`config.mk`:
```
export PLATFORM = sky130hd
export DESIGN_NAME = writeback_regfile_flat
export DESIGN_NICKNAME = d
export VERILOG_FILES = /design/src/rtl/writeback_regfile_if.sv /design/src/rtl/writeback_regfile.sv /design/src/flat_wrapper.sv
export SDC_FILE = /design/constraint.sdc
export NUM_CORES = 2
export LEC_CHECK = 0
export CAP_MARGIN = 10
export CORE_MARGIN = 2
export CORE_UTILIZATION = 45
export CTS_CLUSTER_DIAMETER = 30
export DETAILED_ROUTE_END_ITERATION = 8
export REMOVE_ABC_BUFFERS = 1
export SKIP_CTS_REPAIR_TIMING = 1
export SKIP_LAST_GASP = 1
export SYNTH_ARGS = -nofsm -noshare
export SYNTH_HDL_FRONTEND = slang
export SYNTH_SLANG_ARGS = --single-unit
```
`constraint.sdc`:
```
create_clock -name clk -period 5.1 [get_ports clk]
set_input_delay 0.765 -clock clk [delete_from_list [all_inputs] [get_ports clk]]
set_output_delay 0.765 -clock clk [all_outputs]
set_load 0.05 [all_outputs]
```
`src/rtl/writeback_regfile_if.sv`:
```
// Writeback-stage bus between the MEM/WB register and the register file.
// Master drives the writeback result and read addresses; slave returns data.
interface writeback_regfile_if #(
  parameter int CNT_W = 32
);
  logic             RegWriteW;
  logic             MemtoRegW;
  logic [31:0]      ReadDataW;
  logic [31:0]      ALUOutW;
  logic [4:0]       WriteRegW;
  logic [4:0]       A1;
  logic [4:0]       A2;
  logic [31:0]      RD1;
  logic [31:0]      RD2;
  logic [31:0]      ResultW;
  logic [CNT_W-1:0] RetireCount;

  modport master (
    output RegWriteW,
    output MemtoRegW,
    output ReadDataW,
    output ALUOutW,
    output WriteRegW,
    output A1,
    output A2,
    input  RD1,
    input  RD2,
    input  ResultW,
    input  RetireCount
  );

  modport slave (
    input  RegWriteW,
    input  MemtoRegW,
    input  ReadDataW,
    input  ALUOutW,
    input  WriteRegW,
    input  A1,
    input  A2,
    output RD1,
    output RD2,
    output ResultW,
    output RetireCount
  );
endinterface

```
`src/rtl/writeback_regfile.sv`:
```
// 31x32 register file with writeback result mux, optional write-to-read
// forwarding and a retired-write counter.
module writeback_regfile #(
  parameter int BYPASS = 1,
  parameter int CNT_W  = 32
) (
  input logic               clk,
  input logic               rst,
  writeback_regfile_if.slave wb
);

  logic [31:0]      rf [1:31];
  logic [31:0]      result;
  logic [CNT_W-1:0] cnt;
  logic             we;
  logic             fwd1;
  logic             fwd2;
  logic [31:0]      rd1;
  logic [31:0]      rd2;

  assign result = wb.MemtoRegW ? wb.ReadDataW
                               : wb.ALUOutW;
  assign we     = wb.RegWriteW &&
                  (wb.WriteRegW != 5'd0);

  // Forwarding stays live during reset so a
  // valid ResultW is still visible.
  assign fwd1 = (BYPASS != 0) && we &&
                (wb.WriteRegW == wb.A1);
  assign fwd2 = (BYPASS != 0) && we &&
                (wb.WriteRegW == wb.A2);

  always_ff @(posedge clk or negedge rst) begin
    if (!rst) begin
      for (int i = 1; i < 32; i++) begin
        rf[i] <= '0;
      end
      cnt <= '0;
    end else if (we) begin
      rf[wb.WriteRegW] <= result;
      cnt              <= cnt + CNT_W'(1);
    end
  end

  always_comb begin
    rd1 = '0;
    unique case (1'b1)
      (wb.A1 == 5'd0): rd1 = '0;
      fwd1:            rd1 = result;
      default:         rd1 = rf[wb.A1];
    endcase
  end

  always_comb begin
    rd2 = '0;
    unique case (1'b1)
      (wb.A2 == 5'd0): rd2 = '0;
      fwd2:            rd2 = result;
      default:         rd2 = rf[wb.A2];
    endcase
  end

  assign wb.RD1         = rd1;
  assign wb.RD2         = rd2;
  assign wb.ResultW     = result;
  assign wb.RetireCount = cnt;

endmodule

```
`src/flat_wrapper.sv`:
```
// flat-port wrapper written by rule: the top's interface ports become plain ports
module writeback_regfile_flat 
#(
  parameter int BYPASS = 1,
  parameter int CNT_W  = 32
)
  (clk, rst, wb_RegWriteW, wb_MemtoRegW, wb_ReadDataW, wb_ALUOutW, wb_WriteRegW, wb_A1, wb_A2, wb_RD1, wb_RD2, wb_ResultW, wb_RetireCount);
  writeback_regfile_if #(.CNT_W(CNT_W)) wb_i ();
  input logic clk;
  input logic rst;
  input wire logic [$bits(wb_i.RegWriteW)-1:0] wb_RegWriteW;
  input wire logic [$bits(wb_i.MemtoRegW)-1:0] wb_MemtoRegW;
  input wire logic [$bits(wb_i.ReadDataW)-1:0] wb_ReadDataW;
  input wire logic [$bits(wb_i.ALUOutW)-1:0] wb_ALUOutW;
  input wire logic [$bits(wb_i.WriteRegW)-1:0] wb_WriteRegW;
  input wire logic [$bits(wb_i.A1)-1:0] wb_A1;
  input wire logic [$bits(wb_i.A2)-1:0] wb_A2;
  output wire logic [$bits(wb_i.RD1)-1:0] wb_RD1;
  output wire logic [$bits(wb_i.RD2)-1:0] wb_RD2;
  output wire logic [$bits(wb_i.ResultW)-1:0] wb_ResultW;
  output wire logic [$bits(wb_i.RetireCount)-1:0] wb_RetireCount;
  assign wb_i.RegWriteW = wb_RegWriteW;
  assign wb_i.MemtoRegW = wb_MemtoRegW;
  assign wb_i.ReadDataW = wb_ReadDataW;
  assign wb_i.ALUOutW = wb_ALUOutW;
  assign wb_i.WriteRegW = wb_WriteRegW;
  assign wb_i.A1 = wb_A1;
  assign wb_i.A2 = wb_A2;
  assign wb_RD1 = wb_i.RD1;
  assign wb_RD2 = wb_i.RD2;
  assign wb_ResultW = wb_i.ResultW;
  assign wb_RetireCount = wb_i.RetireCount;
  writeback_regfile #(.BYPASS(BYPASS), .CNT_W(CNT_W)) u_core (.clk(clk), .rst(rst), .wb(wb_i));
endmodule
```
==> flow_metrics.py <==
metrics = {
    "status": {
        "outcome": "finished, violations left",
        "failed_checks": "negative hold slack",
    },
    "setup_path": {
        "crit_chain": "clkdlybuf4s50_1, nor3_2, a21oi_2, nand4_1, buf_12, o211ai_1, buf_12",
        "slowest_stage": "clkdlybuf4s50_1",
        "cp_slowest_stage_delay_ns": 0.79,
        "critPathLaunchType": "input pin",
        "end_kind": "primary output",
        "worstSetupPathType": "input pin to primary output",
        "crit_top_cell": "buf_12",
        "crit_required_ns": 4.34,
        "cp_top_family": "buffers and inverters",
        "cp.arrival_ns": 3.72,
        "crit_buf_inv": 3,
        "path_max_fanout": 57,
    },
    "finish": {
        "diodes": 0,
        "final_area_um2": 65400,
        "fillers": 9837,
        "area_delta_synth_final_pct": 23.2,
        "fin_nets": 4949,
        "layout-drive-gt1-share": 0.251,
    },
    "yosys": {
        "synth_area_per_cell_um2": 11.1,
        "synth_area_leaders": "dfrtp_1 48%, mux4_2 21%, o21ai_0 5.7%",
        "yosysTopAreaCell": "dfrtp_1",
        "synth_warnings": 0,
        "synth-seq-cells": 1024,
        "synth-seq-area-share": 0.483,
        "synth_top_area_frac": 0.483,
        "synth_cell_types": 42,
        "synth_area_um2": 53100,
        "syn_inst": 4777,
    },
    "sta": {
        "setup_ws_ns": 0.616,
        "tns_ns": 0,
        "relSlewSlack": 0.293,
        "hold_violations": 6,
        "drv_slew": 0,
        "skew_ns": 0.00734,
        "final-setup-viol-count": 0,
        "fin_crit_ns": 4.48,
        "hold_slack_ns": -0.00776,
        "max_freq_mhz": 223,
        "finalCritPeriodShare": 0.879,
        "rsz0062_at_grt": "false",
        "worstMarginPinSlew_ns": 1.06,
    },
    "global_routing": {
        "overflow": 0,
        "antenna_found_initial": 1,
        "grt_max_degree": 153,
        "grt_pass1_vias": 40300,
        "grt_pass1_wl_mm": 258,
        "track_usage": 0.284,
    },
    "pwr": {
        "p_sw_w": 0.00925,
        "clock_power_share": 0.469,
        "pwr-share-seq": 0.340,
        "cellInternalPower_w": 0.0235,
        "powerDensity_nw_per_um2": 501,
        "ir_drop_v": 0.000315,
        "switching_share": 0.282,
        "leakage_nw": 27.9,
        "share_comb_of_total_power": 0.191,
    },
    "run": {
        "maxCapViolations": 0,
    },
    "drt": {
        "drt_iter0_drc": 3694,
        "ant_nets": 0,
        "vias": 40000,
        "vias_per_cell": 6.06,
        "post-route-drc-count": 0,
        "wl_mm": 170,
        "wl_per_cell_um": 25.8,
        "drtPass1Iterations": 5,
    },
    "clock_network": {
        "h-tree-depth": 4,
        "numCtsBuffers": 225,
        "cts.sinks": 1024,
        "cts_max_path_buffers": 3,
        "clkLatencyLatePin_ns": 0.79,
        "clk_pin_slew_ns": 0.05,
        "cts_tree": "built",
        "cts-root-buf": "clkbuf_16",
    },
    "die": {
        "die_area_um2": 121000,
        "core_area_um2": 118000,
        "fp.dieW_um": 348,
        "fp.dieH_um": 348,
        "io_pins": 211,
        "start_util": 0.452,
        "rows": 126,
    },
    "hold_path": {
        "hp-class": "input pin to async pin",
    },
    "placement": {
        "placed_area_um2": 57300,
        "port_buffers": 210,
        "place_ws_ns": 0.599,
        "dp_hpwl_mm": 99.1,
        "gp_congestion": 0.815,
    },
}
==> layout make-up <==
cell class | count | area, um2 | area share
clock inverters | 138 | 1980 | 0.0303
repair buffers | 355 | 3840 | 0.0587
flip-flops and latches | 1024 | 25600 | 0.392
inverters | 65 | 244 | 0.00373
clock buffers | 283 | 6160 | 0.0942
well taps | 1536 | 1920 | 0.0294
multi-input cells | 3194 | 25600 | 0.392
==> metal layers <==
layer,GRT usage,share of wire,vias to the layer above
met2,0.456,0.48,1469
li1,-,-,17700
met5,0,0,-
met3,0.0464,0.067,263
met4,0.0919,0.026,0
met1,0.397,0.43,20600
==> through the flow <==
step / cells / hold slack, ns / total power, W / utilization
after floorplan: 4283 / 0.460 / 0.0151 / -
after global placement: 6174 / 0.461 / 0.0172 / 0.487
after detailed placement: 6174 / 0.472 / 0.0175 / 0.487
after CTS: 6595 / -0.0330 / 0.0329 / 0.556
after global routing: 6595 / 0.00460 / 0.0342 / 0.556
final: 6595 / -0.00776 / 0.0328 / 0.556
==> sequential cells by signal (all words and copies together), names as in the netlist <==
signal	flops
u_core.wb.RetireCount	32
u_core.rf	992
==> cell usage after synthesis (all sizes together) <==
cell type	number
dfrtp	1024
nand2	702
o21ai	608
mux4	506
nor2	412
a21oi	385
clkbuf	374
a22oi	124
buf	120
nand3	113
mux2	74
inv	65
a22o	58
o211ai	37
mux2i	36
o221ai	36
xnor2	25
xor2	16
nand4	9
nor2b	7
and4	6
nor3	6
a31oi	5
and3	5
nand3b	4
nor3b	4
and2	3
nand4b	3
nor4	3
nand2b	2
a2111o	1
ha	1
or2	1
or3	1
or3b	1
==> power groups by stage <==
stage	Clock, W	Sequential, W	Combinational, W
detailed placement	0	0.0112	0.00626
floorplan	0	0.0109	0.00417
finish	0.0154	0.0112	0.00626
global placement	0	0.0111	0.00613
global route	0.0160	0.0114	0.00682
CTS	0.0155	0.0111	0.00629
==> cells by family after synthesis <==
family / count (synthesis) / share of synthesized area
and+or+nand+nor: 1282 / 0.0969
adders and majority gates: 1 / 0.000236
AOI/OAI and AO/OA: 1254 / 0.133
DFF: 1024 / 0.483
buffers and inverters: 559 / 0.0438
muxes: 616 / 0.237
xor gates and xnor gates: 41 / 0.00676
==> layout by cell type, fill, tap and decap left out, types with 40 or more instances in the layout <==
cell,count
a21oi_1,384
a22o_1,58
a22oi_1,124
buf_12,64
buf_4,148
bufinv_16,40
clkbuf_16,227
clkdlybuf4s50_1,134
clkinv_2,46
dfrtp_1,1024
inv_1,65
mux2_2,74
mux4_2,506
nand2_1,686
nand3_1,112
nor2_1,397
o21ai_0,604
==> worst paths after layout <==
check	from	endpoint	slack [ns]	depth (start not counted)
max	wb_WriteRegW[2]	wb_RD2[20]	0.62	7
min	rst	u_core.rf[76]$_DFFE_PN0P_	-0.008	1
max reg2reg	u_core.wb.RetireCount[10]$_DFFE_PN0P_	u_core.wb.RetireCount[19]$_DFFE_PN0P_	3.16	5
min reg2reg	u_core.wb.RetireCount[31]$_DFFE_PN0P_	u_core.wb.RetireCount[31]$_DFFE_PN0P_	0.48	1
max in group asynchronous	rst	u_core.rf[858]$_DFFE_PN0P_	3.78	3
min in group clk	u_core.wb.RetireCount[31]$_DFFE_PN0P_	u_core.wb.RetireCount[31]$_DFFE_PN0P_	0.48	1
No activity file was read; power rests on OpenSTA's default activity.
